File: src/rtl/imm_ext_arbiter.sv
// Two-requester round-robin arbiter feeding a single registered 17->32 bit immediate extender.
// Optional macro IMM_EXT_ZEXT_EN adds per-requester zero-extension selects (a_zext / b_zext).
module imm_ext_arbiter #(
  parameter int TAG_W = 5
) (
  input  logic             clock,
  input  logic             reset_n,
  input  logic             a_valid,
  input  logic [16:0]      a_imm,
  input  logic [TAG_W-1:0] a_tag,
`ifdef IMM_EXT_ZEXT_EN
  input  logic             a_zext,
  input  logic             b_zext,
`endif
  input  logic             b_valid,
  input  logic [16:0]      b_imm,
  input  logic [TAG_W-1:0] b_tag,
  output logic             a_ready,
  output logic             b_ready,
  output logic             out_valid,
  output logic [31:0]      out_data,
  output logic             out_src,
  output logic [TAG_W-1:0] out_tag,
  input  logic             out_ready,
  input  logic             flush
);

  logic        prio;      // 0: A wins a tie, 1: B wins a tie
  logic        space;
  logic        grant_ok;
  logic [16:0] sel_imm;
  logic        sel_zext;
  logic [31:0] ext_data;

  // Grants are gated by reset_n so nothing is accepted while reset is held,
  // even though the cleared output register would otherwise report space.
  assign space    = !out_valid || out_ready;
  assign grant_ok = reset_n && space && !flush;
  assign a_ready  = grant_ok && a_valid && (!b_valid || !prio);
  assign b_ready  = grant_ok && b_valid && (!a_valid ||  prio);

  always_comb begin
    // NOTE: every signal gets a default first so no path leaves it unassigned (no latch).
    sel_imm  = a_imm;
    sel_zext = 1'b0;
    if (b_ready) sel_imm = b_imm;
`ifdef IMM_EXT_ZEXT_EN
    sel_zext = b_ready ? b_zext : a_zext;
`endif
    ext_data = sel_zext ? {15'b0, sel_imm} : {{15{sel_imm[16]}}, sel_imm};
  end

  always_ff @(posedge clock or negedge reset_n) begin
    if (!reset_n) begin
      out_valid <= 1'b0;
      out_data  <= '0;
      out_src   <= 1'b0;
      out_tag   <= '0;
      prio      <= 1'b0;
    end else begin
      // NOTE: non-blocking assignments so every register samples pre-edge values.
      if (a_ready || b_ready) begin
        out_valid <= 1'b1;
        out_data  <= ext_data;
        out_src   <= b_ready;
        out_tag   <= b_ready ? b_tag : a_tag;
        prio      <= a_ready;  // the side not granted gets the next tie
      end else if (flush || out_ready) begin
        out_valid <= 1'b0;
      end
    end
  end

endmodule

File: config.mk
export PLATFORM = sky130hd
export DESIGN_NAME = imm_ext_arbiter
export DESIGN_NICKNAME = d
export VERILOG_FILES = /design/src/rtl/imm_ext_arbiter.sv
export SDC_FILE = /design/constraint.sdc
export NUM_CORES = 1
export LEC_CHECK = 0
export BUFFER_PORTS_ARGS = -buffer_cell sky130_fd_sc_hd__buf_2
export CAP_MARGIN = 15
export CORE_MARGIN = 10
export CORE_UTILIZATION = 44
export DETAILED_ROUTE_END_ITERATION = 10
export GPL_TIMING_DRIVEN = 0
export PLACE_DENSITY = 0.79
export RECOVER_POWER = 25
export SLEW_MARGIN = 10
export SYNTH_ARGS = -nofsm -noshare
export SYNTH_HDL_FRONTEND = slang
export SYNTH_SLANG_ARGS = --single-unit
File: constraint.sdc
create_clock -name clock -period 1.6 [get_ports clock]
set_input_delay 0.08 -clock clock [delete_from_list [all_inputs] [get_ports clock]]
set_output_delay 0.08 -clock clock [all_outputs]
set_load 0.1 [all_outputs]
### Word-level counts from Yosys, hierarchy flattened

Index checks and enable logic that the tools add are counted.
Widths: inputs -> output; s select.

| word-level totals | value |
|---|---|
| register bits | 25 |
| bits of input ports | 50 |
| output and inout bits | 41 |
| logic and storage cells | 26 |

| cells by class | value |
|---|---|
| mux-type cells | 4 |
| reductions and logical operators | 17 |

Operator list:

| kind | number |
|---|---|
| $mux 17 | 1 |
| $logic_and 1x1->1 | 6 |
| $logic_not 1->1 | 5 |
| $logic_or 1x1->1 | 5 |
| $mux 5 | 1 |
| $mux 1 | 2 |
| $reduce_bool 2->1 | 1 |

### Depth between registers and ports, before layout

Gate-level depths: netlist of run 1.

| depth | value |
|---|---|
| depth after elaboration | 8 |
| gate-level depth with buffers | 5 |
| depth with buffers taken out | 3 |

### Worst setup path before layout of run 1

No wires, ideal clock.

| timing path | value |
|---|---|
| kind | register to output |
| start point | register out_valid |
| end point | output port b_ready |
| arrival | 3203 ps |
| data required time | 1520 ps |
| slack | -1683 ps |
| cell stages (with the launch flop) | 4 |
| buffers on the path | 0 |
| path through | dfrtp_1 nand2b_1 nand2_1 nor3_1 |

| between the ends | value |
|---|---|
| cells in the longest elaborated chain, start to end | 6 |

RTL lines:

| item | RTL line | RTL |
|---|---|---|
| from (decl) | 20 | `output logic out_valid,` |
| from (signal assigned) | 55 | `out_valid <= 1'b0;` |
| from (signal assigned) | 63 | `out_valid <= 1'b1;` |
| from (signal assigned) | 69 | `out_valid <= 1'b0;` |
| $logic_not 1->1 | 37 | `assign space = !out_valid \|\| out_ready;` |
| $logic_or 1x1->1 | 37 |  |
| $logic_and 1x1->1 (2 in series) | 38 | `assign grant_ok = reset_n && space && !flush;` |
| $logic_and 1x1->1 (2 in series) | 40 | `assign b_ready = grant_ok && b_valid && (!a_valid \|\| prio);` |
| to (decl) | 19 | `output logic b_ready,` |

No other way between the ends.

### Final worst setup path of run 1

| timing path | value |
|---|---|
| start point | register prio |
| end point | output port a_ready |

| between the ends | value |
|---|---|
| cells in the longest elaborated chain, start to end | 3 |

RTL lines:

| item | RTL line | RTL |
|---|---|---|
| from (decl) | 28 | `logic prio;` |
| from (signal assigned) | 67 | `prio <= a_ready;` |
| $logic_not 1->1 | 39 | `assign a_ready = grant_ok && a_valid && (!b_valid \|\| !prio);` |
| $logic_or 1x1->1 | 39 |  |
| $logic_and 1x1->1 | 39 |  |
| to (decl) | 18 | `output logic a_ready,` |

No other way between the ends.

==> flow_summary.yaml, run 1 <==
critical_path:
  end_kind: "output port"
  crit_chain: "a21bo_2 -> buf_6 -> nor2_4 -> buf_8"
  crit_fanout: 10
  start_kind: "flip-flop"
  slowest_delay_ns: 0.44
  cpMaxStageDelayCell: "dfrtp_1"
  cp_num_cells: 4
  crit_arrival_ns: 1.46
  critPathKind: "flip-flop to output port"
  crit_buf_inv: 2
  required_ns: 1.52
  rr_worst_depth: 4
  cp_top_family: "flip-flops"
  timing.reg2reg.setup_slack_ns: 0.21
clock_network:
  cts_tree: "yes"
  clk_pin_slew_worst_paths_ns: 0.09
  postCtsSetupBuffers: 0
  cts_buffers: 3
  clockBufferDepth: 2
  cts_root_buffer: "clkbuf_8"
  cts_sinks: 25
  htreeDepth: 1
  clk_latency_ns: 0.26
yosys:
  synth_top_area_frac: 0.379
  yosysSeqAreaShare: 0.379
  synth_compound_area_frac: 0.421
  synth_common_cells: "dfrtp_1 (25), a2bb2oi_2 (20), o32ai_2 (19)"
  synth_enable_flop_cells: 0
  yosysMostFrequentCell: "dfrtp_1"
  synthAdderAreaFrac: 0
  yosys.area_share.simple: 0.0637
  syn_area_sq_um: 1650
  synth_flop_cell: "dfrtp_1"
  netlist_instances: 115
  synth-seq-cells: 25
  yosysUniqueCellTypes: 25
  ys_warn_count: 0
  synthXorXnorAreaFrac: 0
  synth_largest_area_cell: "dfrtp_1"
  synth_nets: 165
  synthTopCellsByArea: "dfrtp_1 (38%), o32ai_2 (19%), a2bb2oi_2 (18%)"
  syn_area_per_cell_sq_um: 14.3
  synth.area.mux_share: 0
  synth-async-reset-ratio: 1.00
  synth_top_family_by_area: "compound AO/OA/AOI/OAI gates"
sta:
  finClkSkew_ns: 0.00757
  timing.final.crit_share: 0.960
  rsz0062_at_grt: "false"
  worstMarginPinSlew_ns: 0.639
  tns_ns: 0
  finalCriticalPeriod_ns: 1.54
  holdWs_ns: 0.0195
  setup_violations: 0
  slew_viol_final: 0
  fmax_mhz: 651
  hold_viol: 0
  max-slew-margin-rel: 0.574
finish:
  nets: 262
  seq_area_sq_um: 631
  multi_input_area_sq_um: 833
  utilization: 0.627
  final_layout_size_suffix_gt1_frac: 0.825
  antenna_cells: 0
  area_delta_synth_final_pct: 38.2
  n_fill_cell: 322
  layout.cells.non_filler: 259
worst_hold_path:
  hold_depth: 2
  hp-class: "primary input to flip-flop"
status:
  status: "finished clean"
drt:
  dr.first_iter.drc_count: 29
  vias: 1324
  wire_per_inst_um: 17.5
  firstDrtPassIters: 4
  drc: 0
  antenna_left: 0
  avgViaCountPerCell: 5.11
  wirelength_um: 4540
pwr:
  p_leak_uw: 0.00101
  pwr_density_cell_nw_per_um2: 1640
  peakVddDrop_mv: 0.617
  power_uw: 3740
grt:
  grt_pass1_wl_um: 7180
  overflow: 0
  grt_antenna_before_repair: 0
  grt_pass1_vias: 1466
  gr-usage-all-layers: 0.135
  grt_max_degree: 26
placed_design:
  io_buffers: 90
  dpl.cell_count: 253
  hpwl_um: 3670
  place_congestion: 0.746
floorplan:
  dieArea_sq_um: 6600
  die_w_um: 81.2
  die_h_um: 81.2
  io_pins: 91
  std_cell_rows: 22
  initial_utilization: 0.454
  core_sq_um: 3630
job:
  maxCapViolCount: 0
metal layers:
metal	part of all wire	up-vias	track usage
li1	-	638	-
met1	0.41	618	0.157
met2	0.45	66	0.221
met3	0.14	2	0.0662
met4	0.0026	0	0.0260
met5	0	-	0
repair_timing:
item                       4_1_cts  5_1_grt
hold endpoints to repair        25        0
setup endpoints to repair        2        2
resized for setup                3        3
hold buffers                     2        0
registers in the layout, indices dropped and copies added (netlist names):
name / count
out_src: 1
prio: 1
out_data: 17
out_valid: 1
out_tag: 5
worst register-to-register path, stage by stage, from the launching register on:
cell       delay [ns]
dfrtp_4          0.51
nor2b_4          0.15
nor2_2           0.19
buf_2            0.33
a2bb2oi_2        0.09
path summary, 6_finish.rpt:
kind                                     startpoint                  endpoint
setup reg to reg              out_valid$_DFFE_PN0P_   out_data[8]$_DFFE_PN0P_
setup / recovery                   prio$_DFFE_PN0P_                   a_ready
hold reg to reg            out_data[14]$_DFFE_PN0P_  out_data[14]$_DFFE_PN0P_
min in group asynchronous                   reset_n    out_tag[3]$_DFFE_PN0P_
hold / removal                                flush     out_valid$_DFFE_PN0P_
max in group asynchronous                   reset_n     out_valid$_DFFE_PN0P_
cells in the final DEF, fill, tap and decap left out:
cell type / netlist / routed
a21bo_2: 1 / 1
nor2_2: 1 / 1
dfrtp_1: 25 / 23
and2b_4: 1 / 1
nand2_4: 0 / 1
clkbuf_8: 0 / 3
inv_2: 1 / 1
nand2b_4: 1 / 2
nor2_4: 0 / 1
o31ai_1: 1 / 1
buf_8: 0 / 2
a31oi_1: 1 / 1
o32ai_1: 3 / 3
dlygate4sd3_1: 0 / 1
o221a_2: 1 / 1
inv_1: 1 / 1
a2bb2oi_1: 2 / 2
o32ai_2: 19 / 19
nor2b_4: 2 / 2
a2bb2oi_2: 20 / 20
buf_6: 7 / 7
o22ai_1: 1 / 1
dfrtp_4: 0 / 1
nor2_1: 2 / 1
clkbuf_2: 0 / 1
nor3_4: 1 / 2
clkbuf_1: 0 / 1
buf_4: 17 / 17
nand3_1: 1 / 1
nand2_1: 2 / 1
buf_2: 2 / 90
dfrtp_2: 0 / 1
final cells by class:
type	count	area share
plain buffers	26	0.0950
repair buffers	92	0.213
clock buffers	4	0.0198
flip-flops and latches	25	0.277
multi-input cells	62	0.366
well taps	48	0.0264
inverters	2	0.00329
logic make-up after synthesis:
| logic type | count (synthesis) |
|---|---|
| DFF | 25 |
| and+or+nand+nor | 13 |
| buffers and inverters | 28 |
| AOI/OAI and AO/OA | 49 |
power breakdown:
group	switching, uW	internal [uW]	leakage, uW	total, uW
registers	114	762	0.000275	876
logic	1910	584	0.000715	2490
clock network	196	178	0.0000228	374
metrics by stage:
step	worst slack, ns	cell area (sq um)
after floorplan	-0.0509	1690
after global placement	-0.00670	2200
after detailed placement	-0.0374	2200
after CTS	0.0151	2280
after global routing	0.00236	2280
final	0.0642	2280
Note: power is estimated with default switching activity, not from simulation.
==> run 2, diff against run 1 <==
--- a/config.mk
+++ b/config.mk
@@ -8,10 +8,10 @@
 export BUFFER_PORTS_ARGS = -buffer_cell sky130_fd_sc_hd__buf_2
 export CAP_MARGIN = 15
 export CORE_MARGIN = 10
-export CORE_UTILIZATION = 44
+export CORE_UTILIZATION = 40
 export DETAILED_ROUTE_END_ITERATION = 10
 export GPL_TIMING_DRIVEN = 0
-export PLACE_DENSITY = 0.79
+export PLACE_DENSITY_LB_ADDON = 0.1
 export RECOVER_POWER = 25
 export SLEW_MARGIN = 10
 export SYNTH_ARGS = -nofsm -noshare
==> constraint.sdc (replaced) <==
create_clock -name clock -period 1.3 [get_ports clock]
set_input_delay 0.065 -clock clock [delete_from_list [all_inputs] [get_ports clock]]
set_output_delay 0.065 -clock clock [all_outputs]
set_load 0.1 [all_outputs]
==> flow_summary.yaml, run 2 (synthesis results as in run 1) <==
drt:
  vias: 1424
  wire_per_inst_um: 19.4
  firstDrtPassIters: 4
  wirelength_um: 5420
  drc: 0
  dr.first_iter.drc_count: 31
  antenna_left: 0
  avgViaCountPerCell: 5.10
floorplan:
  die_w_um: 84.2
  core_sq_um: 4000
  initial_utilization: 0.412
  io_pins: 91
  die_h_um: 84.2
  dieArea_sq_um: 7090
  std_cell_rows: 23
sta:
  timing.final.crit_share: 1.08
  fmax_mhz: 715
  slew_viol_final: 0
  hold_viol: 0
  setup_violations: 23
  max-slew-margin-rel: 0.563
  finalCriticalPeriod_ns: 1.40
  worstMarginPinSlew_ns: 0.655
  final.setup.worst_slack_ns: -0.0983
  rsz0062_at_grt: "true"
  finClkSkew_ns: 0.00339
  tns_ns: -0.651
placed_design:
  place_congestion: 0.724
  hpwl_um: 3780
  dpl.cell_count: 255
  io_buffers: 90
  placed_cell_area_sq_um: 2210
critical_path:
  end_kind: "output port"
  reg2reg_from: "prio$_DFFE_PN0P_"
  crit_arrival_ns: 1.33
  start_kind: "flip-flop"
  worstReg2RegEnd: "out_data[5]$_DFFE_PN0P_"
  worstSetupStartpoint: "out_valid$_DFFE_PN0P_"
  timing.reg2reg.setup_slack_ns: -0.03
  critPathKind: "flip-flop to output port"
  cpMaxStageDelayCell: "dfrtp_4"
  slowest_delay_ns: 0.51
  required_ns: 1.24
  crit_fanout: 3
  crit_chain: "nand2b_4 -> nand2_4 -> nor3_4 -> buf_12"
  cp_top_family: "flip-flops"
  rr_worst_depth: 5
  crit_buf_inv: 1
  crit_end: "b_ready"
  cp_num_cells: 4
finish:
  n_fill_cell: 312
  layout.cells.non_filler: 279
  largest_reg_flops: 17
  top_regs: "out_data (17), out_tag (5)"
  stdcell_area_sq_um: 2710
  antenna_cells: 0
  area_delta_synth_final_pct: 64.5
  final_common_cell: "buf_2"
  nets: 280
  largest-register: "out_data"
  seq_area_sq_um: 632
  multi_input_area_sq_um: 958
  final_layout_size_suffix_gt1_frac: 0.860
  final_cell_mix: "buf_2 (73), buf_4 (33), a2bb2oi_2 (22), dfrtp_1 (22), buf_6 (17)"
clock_network:
  clk_pin_slew_worst_paths_ns: 0.09
  clk_latency_ns: 0.27
  cts_tree: "yes"
  cts_buffers: 3
  htreeDepth: 1
  cts_sinks: 25
  clockBufferDepth: 2
  cts_root_buffer: "clkbuf_8"
pwr:
  p_leak_uw: 0.00117
  peakVddDrop_mv: 0.986
  pwr_density_cell_nw_per_um2: 1860
worst_hold_path:
  worstHoldStart: "a_tag[2]"
  hp-class: "primary input to flip-flop"
  hold_depth: 3
grt:
  grt_pass1_vias: 1688
  grt_max_degree: 26
  grt_pass1_wl_um: 8950
  gr-usage-all-layers: 0.152
  grt_antenna_before_repair: 0
  overflow: 0
status:
  status: "complete, but fails checks"
  violations: "setup timing"
job:
  maxCapViolCount: 0
-- run 2: changes by cell type in the layout (fill, tap and decap cells not counted), moves of 2 or more --
cell,previous run,this run
a2bb2oi_1,2,0
a2bb2oi_2,20,22
buf_12,0,7
buf_2,90,73
buf_4,17,33
buf_6,7,17
o32ai_1,3,0
o32ai_2,19,15
o32ai_4,0,7
-- run 2: worst min path at each step --
| stage | to | slack, ns |
|---|---|---|
| 3_3_place_gp | out_valid$_DFFE_PN0P_ | 0.12 |
| 4_1_cts | out_tag[4]$_DFFE_PN0P_ | 0.08 |
| 5_1_grt | out_data[2]$_DFFE_PN0P_ | 0.09 |
| 3_5_place_dp | out_valid$_DFFE_PN0P_ | 0.13 |
| 6_report | out_tag[2]$_DFFE_PN0P_ | 0.09 |
| 2_1_floorplan | out_data[0]$_DFFE_PN0P_ | -0.23 |
-- run 2: timing repair --
| item | 4_1_cts | 5_1_grt |
|---|---|---|
| setup endpoints to repair | 38 | 31 |
| setup buffers | 16 | 0 |
| hold endpoints to repair | 26 | 0 |
| pin swaps | 5 | 5 |
| cloned | 2 | 0 |
| hold buffers | 3 | 0 |
| resized for setup | 53 | 16 |
-- run 2: worst reg2reg max path, delay by kind of cell (launching register included) --
kind	cells	cell delay (ns)
compound gates	3	0.47
buf+inv	2	0.33
flops	1	0.42
-- run 2: metrics by stage --
| step | total power [uW] | worst slack (ns) | hold WS [ns] | utilization |
|---|---|---|---|---|
| 4_1_cts | 5000 | -0.0996 | 0.0803 | 0.663 |
| 2_1_floorplan | 3690 | -0.335 | -0.231 | - |
| 3_5_place_dp | 4190 | -0.294 | 0.128 | 0.553 |
| 5_1_grt | 5240 | -0.158 | 0.0852 | 0.678 |
| 3_3_place_gp | 4140 | -0.282 | 0.124 | 0.553 |
| 6_report | 5040 | -0.0983 | 0.0878 | 0.678 |
-- run 2: metal layers --
| metal | vias to the layer above | global-route usage | part of all wire |
|---|---|---|---|
| met5 | - | 0 | 0 |
| met4 | 0 | 0.0289 | 0.0026 |
| met3 | 2 | 0.0464 | 0.056 |
| met2 | 50 | 0.275 | 0.54 |
| met1 | 701 | 0.170 | 0.40 |
| li1 | 671 | - | - |
-- run 2: final cells by class --
| class | instances | area share |
|---|---|---|
| buffer | 25 | 0.0959 |
| clock buffer | 3 | 0.0152 |
| clock inverter | 1 | 0.00277 |
| inverter | 2 | 0.00277 |
| multi-input combinational | 62 | 0.353 |
| sequential | 25 | 0.233 |
| tap | 50 | 0.0231 |
| timing repair buffer | 111 | 0.274 |
-- run 2: where the power goes --
part	internal (uW)	total, uW	switching [uW]
sequential	939	1050	114
clock	217	479	262
combinational	1010	3510	2500
total	2170	5040	2870
